### config.mk
export PLATFORM = sky130hd
export DESIGN_NAME = tdc_measure_ctrl
export DESIGN_NICKNAME = d
export VERILOG_FILES = /design/src/rtl/tdc_measure_ctrl.sv
export SDC_FILE = /design/constraint.sdc
export NUM_CORES = 1
export LEC_CHECK = 0
export ABC_CLOCK_PERIOD_IN_PS = 2000
export BUFFER_PORTS_ARGS = -buffer_cell sky130_fd_sc_hd__buf_2
export CAP_MARGIN = 20
export CORE_ASPECT_RATIO = 0.9
export CORE_MARGIN = 5
export CORE_UTILIZATION = 35
export DETAILED_ROUTE_END_ITERATION = 12
export SLEW_MARGIN = 40
export SYNTH_ARGS = -nofsm -noshare
export SYNTH_HDL_FRONTEND = slang
export SYNTH_SLANG_ARGS = --single-unit
### constraint.sdc
create_clock -name clk -period 2 [get_ports clk]
set_input_delay 0.3 -clock clk [delete_from_list [all_inputs] [get_ports clk]]
set_output_delay 0.3 -clock clk [all_outputs]
set_load 0.05 [all_outputs]
### src/rtl/tdc_measure_ctrl.sv
// TDC measurement sequencer: arms the delay line, counts coarse cycles,
// waits for the fine decoder to settle, then holds the result until it is accepted.
module tdc_measure_ctrl #(
    parameter int COARSE_W      = 8,
    parameter int MAX_COARSE    = 255,
    parameter int SETTLE_CYCLES = 2
) (
    input  logic                clk,
    input  logic                rst_n,
    input  logic                start_req,
    input  logic                stop_hit,
    input  logic                abort,
    input  logic [7:0]          fine_code,
    input  logic                out_ready,
    output logic                line_arm,
    output logic                sample_en,
    output logic                busy,
    output logic [COARSE_W-1:0] result_coarse,
    output logic [7:0]          result_fine,
    output logic                result_timeout,
    output logic                result_valid
);

    typedef enum logic [1:0] {
        IDLE,
        ARMED,
        SETTLE,
        HOLD
    } state_t;

    localparam int SW = (SETTLE_CYCLES > 1) ? $clog2(SETTLE_CYCLES) : 1;
    localparam logic [SW-1:0] SETTLE_LAST = SW'(SETTLE_CYCLES - 1);
    localparam logic [COARSE_W-1:0] MAX_C = COARSE_W'(MAX_COARSE);

    state_t              state;
    logic [COARSE_W-1:0] coarse_cnt;
    logic [COARSE_W-1:0] stop_cnt;
    logic [SW-1:0]       settle_cnt;

    // Sequencer; result_* only change when a result is committed on entry to HOLD,
    // so an abort mid-measurement leaves the previous result untouched.
    always_ff @(posedge clk or negedge rst_n) begin
        if (!rst_n) begin
            state          <= IDLE;
            coarse_cnt     <= '0;
            stop_cnt       <= '0;
            settle_cnt     <= '0;
            line_arm       <= 1'b0;
            sample_en      <= 1'b0;
            busy           <= 1'b0;
            result_coarse  <= '0;
            result_fine    <= '0;
            result_timeout <= 1'b0;
            result_valid   <= 1'b0;
        end else if (abort) begin
            state        <= IDLE;
            coarse_cnt   <= '0;
            settle_cnt   <= '0;
            line_arm     <= 1'b0;
            sample_en    <= 1'b0;
            busy         <= 1'b0;
            result_valid <= 1'b0;
        end else begin
            sample_en <= 1'b0;
            unique case (state)
                IDLE: begin
                    if (start_req) begin
                        state      <= ARMED;
                        coarse_cnt <= '0;
                        line_arm   <= 1'b1;
                        busy       <= 1'b1;
                    end
                end
                ARMED: begin
                    if (stop_hit) begin
                        state      <= SETTLE;
                        stop_cnt   <= coarse_cnt;
                        settle_cnt <= '0;
                        line_arm   <= 1'b0;
                        sample_en  <= 1'b1;
                    end else if (coarse_cnt == MAX_C) begin
                        state          <= HOLD;
                        line_arm       <= 1'b0;
                        result_coarse  <= MAX_C;
                        result_fine    <= '0;
                        result_timeout <= 1'b1;
                        result_valid   <= 1'b1;
                    end else begin
                        coarse_cnt <= coarse_cnt + COARSE_W'(1);
                    end
                end
                SETTLE: begin
                    if (settle_cnt == SETTLE_LAST) begin
                        state          <= HOLD;
                        result_coarse  <= stop_cnt;
                        result_fine    <= fine_code;
                        result_timeout <= 1'b0;
                        result_valid   <= 1'b1;
                    end else begin
                        settle_cnt <= settle_cnt + SW'(1);
                    end
                end
                HOLD: begin
                    if (out_ready) begin
                        state        <= IDLE;
                        result_valid <= 1'b0;
                        busy         <= 1'b0;
                    end
                end
                default: begin
                    state <= IDLE;
                end
            endcase
        end
    end

endmodule

==> flow_summary.ini, run 1 <==
[sta]
hold_viol = 0
worst_slack_ps = 191
slew_viol_final = 0
min_period_ps = 1810
finalCritPeriodShare_pct = 90.4
skew_ps = 9.30
maxSlewHeadroom_pct = 65.2
tightest_slew_ps = 522
rsz0062_at_grt = no
final-setup-viol-count = 0
finalSetupTns_ps = 0
fmax_ghz = 0.553

[synthesis]
syn_avg_cell_area_sq_um = 10.7
synthTopCellsByArea = dfrtp_1 50%, mux2_2 6.7%, nand2b_1 4.4%
yosys_warnings = 0
syn_nets = 207
synth.top_cell.area_share_pct = 50.0
syn-instance-count = 187
seq_area_frac_synth_pct = 50.0
synth_ff_type = dfrtp_1
synth-edff-count = 0
ys_seq_elements = 40
synth_top_area_cell = dfrtp_1
syn_area_sq_um = 2000
synth_cell_types = 36
async_flop_share_pct = 100

[floorplanning]
die_y_um = 81.8
dieWidth_um = 89.7
rows = 26
coreArea_sq_um = 5630
ios = 35
dieArea_sq_um = 7340
start_util_pct = 35.6

[min_path]
hold_path.class = input port to asynchronous set/reset pin

[drt]
routed_wl_mm = 4.18
drcViolationCount = 0
drt_iter0_drc = 113
num_vias = 1540
detail-route-antenna-nets = 0
first_pass_iters = 4
vias_per_cell = 5.10
wl_per_cell_um = 13.8

[critical_path]
path_cells = inv_1 -> ha_1 -> o31a_1 -> nand2b_4 -> mux2_2
worstPathMaxFanout = 9
end_kind = register
critical_path_class = register to register
crit_slowest_cell = dfrtp_1
max_stage_delay_ps = 420
crit_family = flip-flops
critPathArrivalTime_ps = 1990
start_kind = register
worstPathRequired_ps = 2180
crit_buf_inv = 1

[status]
run_status = finished clean

[clock_network]
root_buffer = clkbuf_8
htree_levels = 2
clk_pin_slew_ps = 90
hold_buffers = 0
tritoncts = done
cts_sinks = 40
ctsLongestPathBuffers = 2
post_cts_resize_count = 0
cts_made_buffers = 5
postCtsSetupBuffers = 0
clk_latency_ps = 290

[placed_design]
gpl.final_weighted_congestion = 0.828
io_buffers = 34
hpwl_mm = 3.00
dp_slack_ps = 102

[layout]
syn_to_final_growth_pct = 20.5
multi_input_area_sq_um = 915
nets = 251
drive_gt1_share_pct = 30.6
fillers = 566
seq_area_sq_um = 1000
diodes = 0

[global_routing]
grt_max_degree = 41
grt_pass1_vias = 1463
grt_pass1_wl_mm = 7.12
grt_use_total_pct = 12.0
overflow = 0
antenna_found_initial = 0

[power_and_ir_drop]
leakage_nw = 1.11
cellPowerDensity_nw_per_um2 = 1490
irDropWorstVdd_uv = 574

[run]
cap_viol_max_count = 0
-- flip-flops by register name, indices dropped and copies added, names as in the netlist --
register        cells
result_coarse       8
coarse_cnt          8
result_valid        1
result_timeout      1
line_arm            1
settle_cnt          1
sample_en           1
busy                1
state               2
result_fine         8
stop_cnt            8
-- stage by stage --
step | area, sq um | hold WS (ps) | instances | power, mW | util, %
2_1_floorplan | 2000 | 4.41 | 187 | 2.47 | -
3_3_place_gp | 2290 | 399 | 294 | 2.89 | 40.6
3_5_place_dp | 2290 | 406 | 294 | 2.92 | 40.6
4_1_cts | 2410 | 77.8 | 302 | 3.64 | 42.8
5_1_grt | 2410 | 96.0 | 302 | 3.83 | 42.9
6_report | 2410 | 54.2 | 302 | 3.59 | 42.9
-- final timing paths --
check | start | end | slack, ps | depth (start not counted)
worst max-delay path | state[1] | result_coarse[4] | 190 | 5
worst min-delay path | rst_n | result_coarse[1] | 50 | 2
worst max register to register | state[1] | result_coarse[4] | 190 | 5
worst min register to register | stop_cnt[6] | stop_cnt[6] | 470 | 2
max in group asynchronous | rst_n | result_coarse[0] | 1580 | 2
min in group clk | fine_code[3] | result_fine[3] | 260 | 3
-- worst reg2reg max path: cells and delay by family (launching register included) --
family                   cells  cell delay (ps)
AO/OA/AOI/OAI                1              240
adder cells (fa/ha/maj)      1              360
buffers and inverters        1              120
flip-flops                   1              420
multiplexers                 1              350
AND/OR/NAND/NOR              1              210
-- where the power goes --
part / leakage, nW / switching, mW / internal (mW) / total, mW
registers: 0.509 / 0.107 / 1.01 / 1.11
clock network: 0.0614 / 0.297 / 0.408 / 0.705
logic: 0.537 / 1.18 / 0.590 / 1.77
-- area by class of cell --
cell class / count / share of cell area (%)
multi-input cells: 129 / 37.9
clock buffers: 6 / 3.42
flip-flops and latches: 40 / 41.5
clock inverters: 2 / 1.61
inverters: 10 / 1.55
repair buffers: 45 / 10.5
well taps: 70 / 3.63
-- synth_stat cells (5+ instances only) --
cell       number
ha_1            6
nand2b_1       14
inv_1          10
nand2_1        13
and3_1          5
o21ai_0         7
dfrtp_1        40
a21oi_1         7
nor2b_1         6
clkbuf_1        5
mux2_2         12
nor3_1          5
o2bb2ai_1       8
nand3_1        15
-- layer usage --
layer | vias to the layer above | global-route usage [%] | wire, um
met5 | - | 0 | 0
met4 | 0 | 2.72 | 44
met3 | 4 | 3.57 | 149
met2 | 31 | 19.2 | 1990
met1 | 742 | 16.1 | 1990
li1 | 763 | - | -
-- cells by family (layout without fill, tap and decap cells) --
family                     Yosys count  count (layout)  share of synthesized area [%]
AOI/OAI and AO/OA                   38              38                           13.2
and+or+nand+nor                     68              68                           18.9
muxes                               17              17                           9.49
DFF                                 40              40                           50.0
adders and majority gates            6               6                           3.75
buffers and inverters               18              63                           4.68
-- cells in the final DEF, fill, tap and decap left out, types with 2 or more instances in the layout --
cell type,instances
a211oi_1,4
nor2_1,3
inv_1,10
mux2_2,12
nand2_1,12
nor3_1,5
mux2i_1,4
and3_1,5
nand3_1,15
ha_1,6
clkbuf_8,6
o2bb2ai_1,8
nor2b_1,6
buf_2,34
o21ai_0,7
o221ai_1,2
dfrtp_1,40
nand2b_1,14
buf_4,11
a31oi_1,3
a21oi_1,6
No activity file was read; power rests on OpenSTA's default activity.
==> inputs of run 2 (changes only) <==
- CELL_PAD_IN_SITES_DETAIL_PLACEMENT: unset -> 1
- CELL_PAD_IN_SITES_GLOBAL_PLACEMENT: unset -> 1
- PLACE_DENSITY_LB_ADDON: unset -> 0.1
==> run 2 against run 1 <==
Die area stayed put. Clock-buffer cell count stayed put. Cell count unchanged. Critical path depth increased by 1. Largest power group unchanged.
==> flow_summary.ini, run 2 (same netlist as run 1, synthesis figures left out) <==
[sta]
slew_viol_final = 0
hold_viol = 0
fmax_ghz = 0.532
maxSlewHeadroom_pct = 65.4
finalCritPeriodShare_pct = 94.0
min_period_ps = 1880
rsz0062_at_grt = no
skew_ps = 3.97
final-setup-viol-count = 0
tightest_slew_ps = 520
finalSetupTns_ps = 0
worst_slack_ps = 121

[power_and_ir_drop]
cellPowerDensity_nw_per_um2 = 1510
irDropWorstVdd_uv = 714
leakage_nw = 1.10
p_sw_share_pct = 44.7
clockPowerShare_pct = 19.7
p_sw_mw = 1.63
internal-power_mw = 2.02
seq_power_share_pct = 31.5
p_comb_share_pct = 48.8

[clock_network]
clk_latency_ps = 300
htree_levels = 2
root_buffer = clkbuf_8
clk_pin_slew_ps = 80
hold_buffers = 0
postCtsSetupBuffers = 0
cts_made_buffers = 5
ctsLongestPathBuffers = 2
tritoncts = done
cts_sinks = 40

[drt]
num_vias = 1577
drt_iter0_drc = 46
vias_per_cell = 5.22
routed_wl_mm = 4.91
wl_per_cell_um = 16.3
first_pass_iters = 4
drcViolationCount = 0
detail-route-antenna-nets = 0

[floorplanning]
ios = 35
rows = 26
coreArea_sq_um = 5630
start_util_pct = 35.6
dieWidth_um = 89.7
die_y_um = 81.8
dieArea_sq_um = 7340

[critical_path]
critPathArrivalTime_ps = 2070
max_stage_delay_ps = 460
crit_slowest_cell = dfrtp_2
crit_family = flip-flops
critical_path_class = register to register
start_kind = register
worstPathMaxFanout = 9
crit_buf_inv = 1
end_kind = register
path_cells = inv_1 -> ha_1 -> nand2b_1 -> a221o_1 -> a21oi_1 -> mux2_2
worstPathRequired_ps = 2190

[placed_design]
hpwl_mm = 3.63
io_buffers = 34
placed_area_sq_um = 2290
gpl.final_weighted_congestion = 0.812
dp_slack_ps = 35.1
dp_cells = 294

[layout]
syn_to_final_growth_pct = 20.6
nets = 251
final_common_cell = dfrtp_1
diodes = 0
fillers = 661
multi_input_area_sq_um = 913
mostFrequentLayoutCells = 38 x dfrtp_1, 34 x buf_2, 15 x nand3_1
stdcell_area_sq_um = 2420
seq_area_sq_um = 1000
fin_cells = 302
drive_gt1_share_pct = 31.5

[global_routing]
grt_pass1_wl_mm = 8.34
overflow = 0
grt_use_total_pct = 14.1
grt_pass1_vias = 1685
grt_max_degree = 41
antenna_found_initial = 0

[status]
run_status = finished clean

[min_path]
hold_path.class = input port to asynchronous set/reset pin

[run]
cap_viol_max_count = 0
[run 2: path summary, 6_finish.rpt]
kind | start | end | slack, ps | cells past startpoint
min reg2reg | stop_cnt[7] | stop_cnt[7] | 490 | 2
min in group clk | fine_code[6] | result_fine[6] | 260 | 3
max in group asynchronous | rst_n | state[1] | 1560 | 2
max | state[1] | result_valid | 120 | 6
max reg2reg | state[1] | result_valid | 120 | 6
min | rst_n | result_coarse[2] | 40 | 2
[run 2: through the flow]
step | hold WS, ps | utilization (%) | power (mW)
4_1_cts | 75.2 | 42.8 | 3.68
6_report | 40.1 | 42.9 | 3.65
3_3_place_gp | 388 | 40.6 | 2.89
5_1_grt | 112 | 42.9 | 3.86
3_5_place_dp | 408 | 40.6 | 2.95
2_1_floorplan | 4.41 | - | 2.47
[run 2: final cells by class]
cell class                      count  area share, %
Multi-Input combinational cell    129           37.8
Tap cell                           70           3.63
Sequential cell                    40           41.5
Timing Repair Buffer               45           10.5
Inverter                           10           1.55
Clock inverter                      2           1.61
Clock buffer                        6           3.42
[run 2: worst register-to-register path: stages (launching register included)]
cell      delay (ps)
dfrtp_2          460
inv_1            120
ha_1             330
nand2b_1          60
a221o_1          320
a21oi_1          140
mux2_2           340
[run 2: per-layer routing]
| metal | wire (um) | up-vias | GRT usage (%) |
|---|---|---|---|
| li1 | - | 757 | - |
| met1 | 2310 | 785 | 17.0 |
| met2 | 2300 | 26 | 24.0 |
| met3 | 217 | 9 | 3.75 |
| met4 | 76 | 0 | 6.04 |
| met5 | 0 | - | 0 |
[run 2: what timing repair did]
item,CTS,global route
resized for setup,0,4
endpoints found under the hold margin,0,0
setup endpoints to repair,0,19
[run 2: power groups by stage]
stage	Clock [mW]	Combinational, mW	Sequential, mW
2_1_floorplan	0	0.766	1.71
3_3_place_gp	0	1.75	1.14
3_5_place_dp	0	1.79	1.16
4_1_cts	0.744	1.80	1.14
5_1_grt	0.769	1.91	1.18
6_report	0.720	1.78	1.15
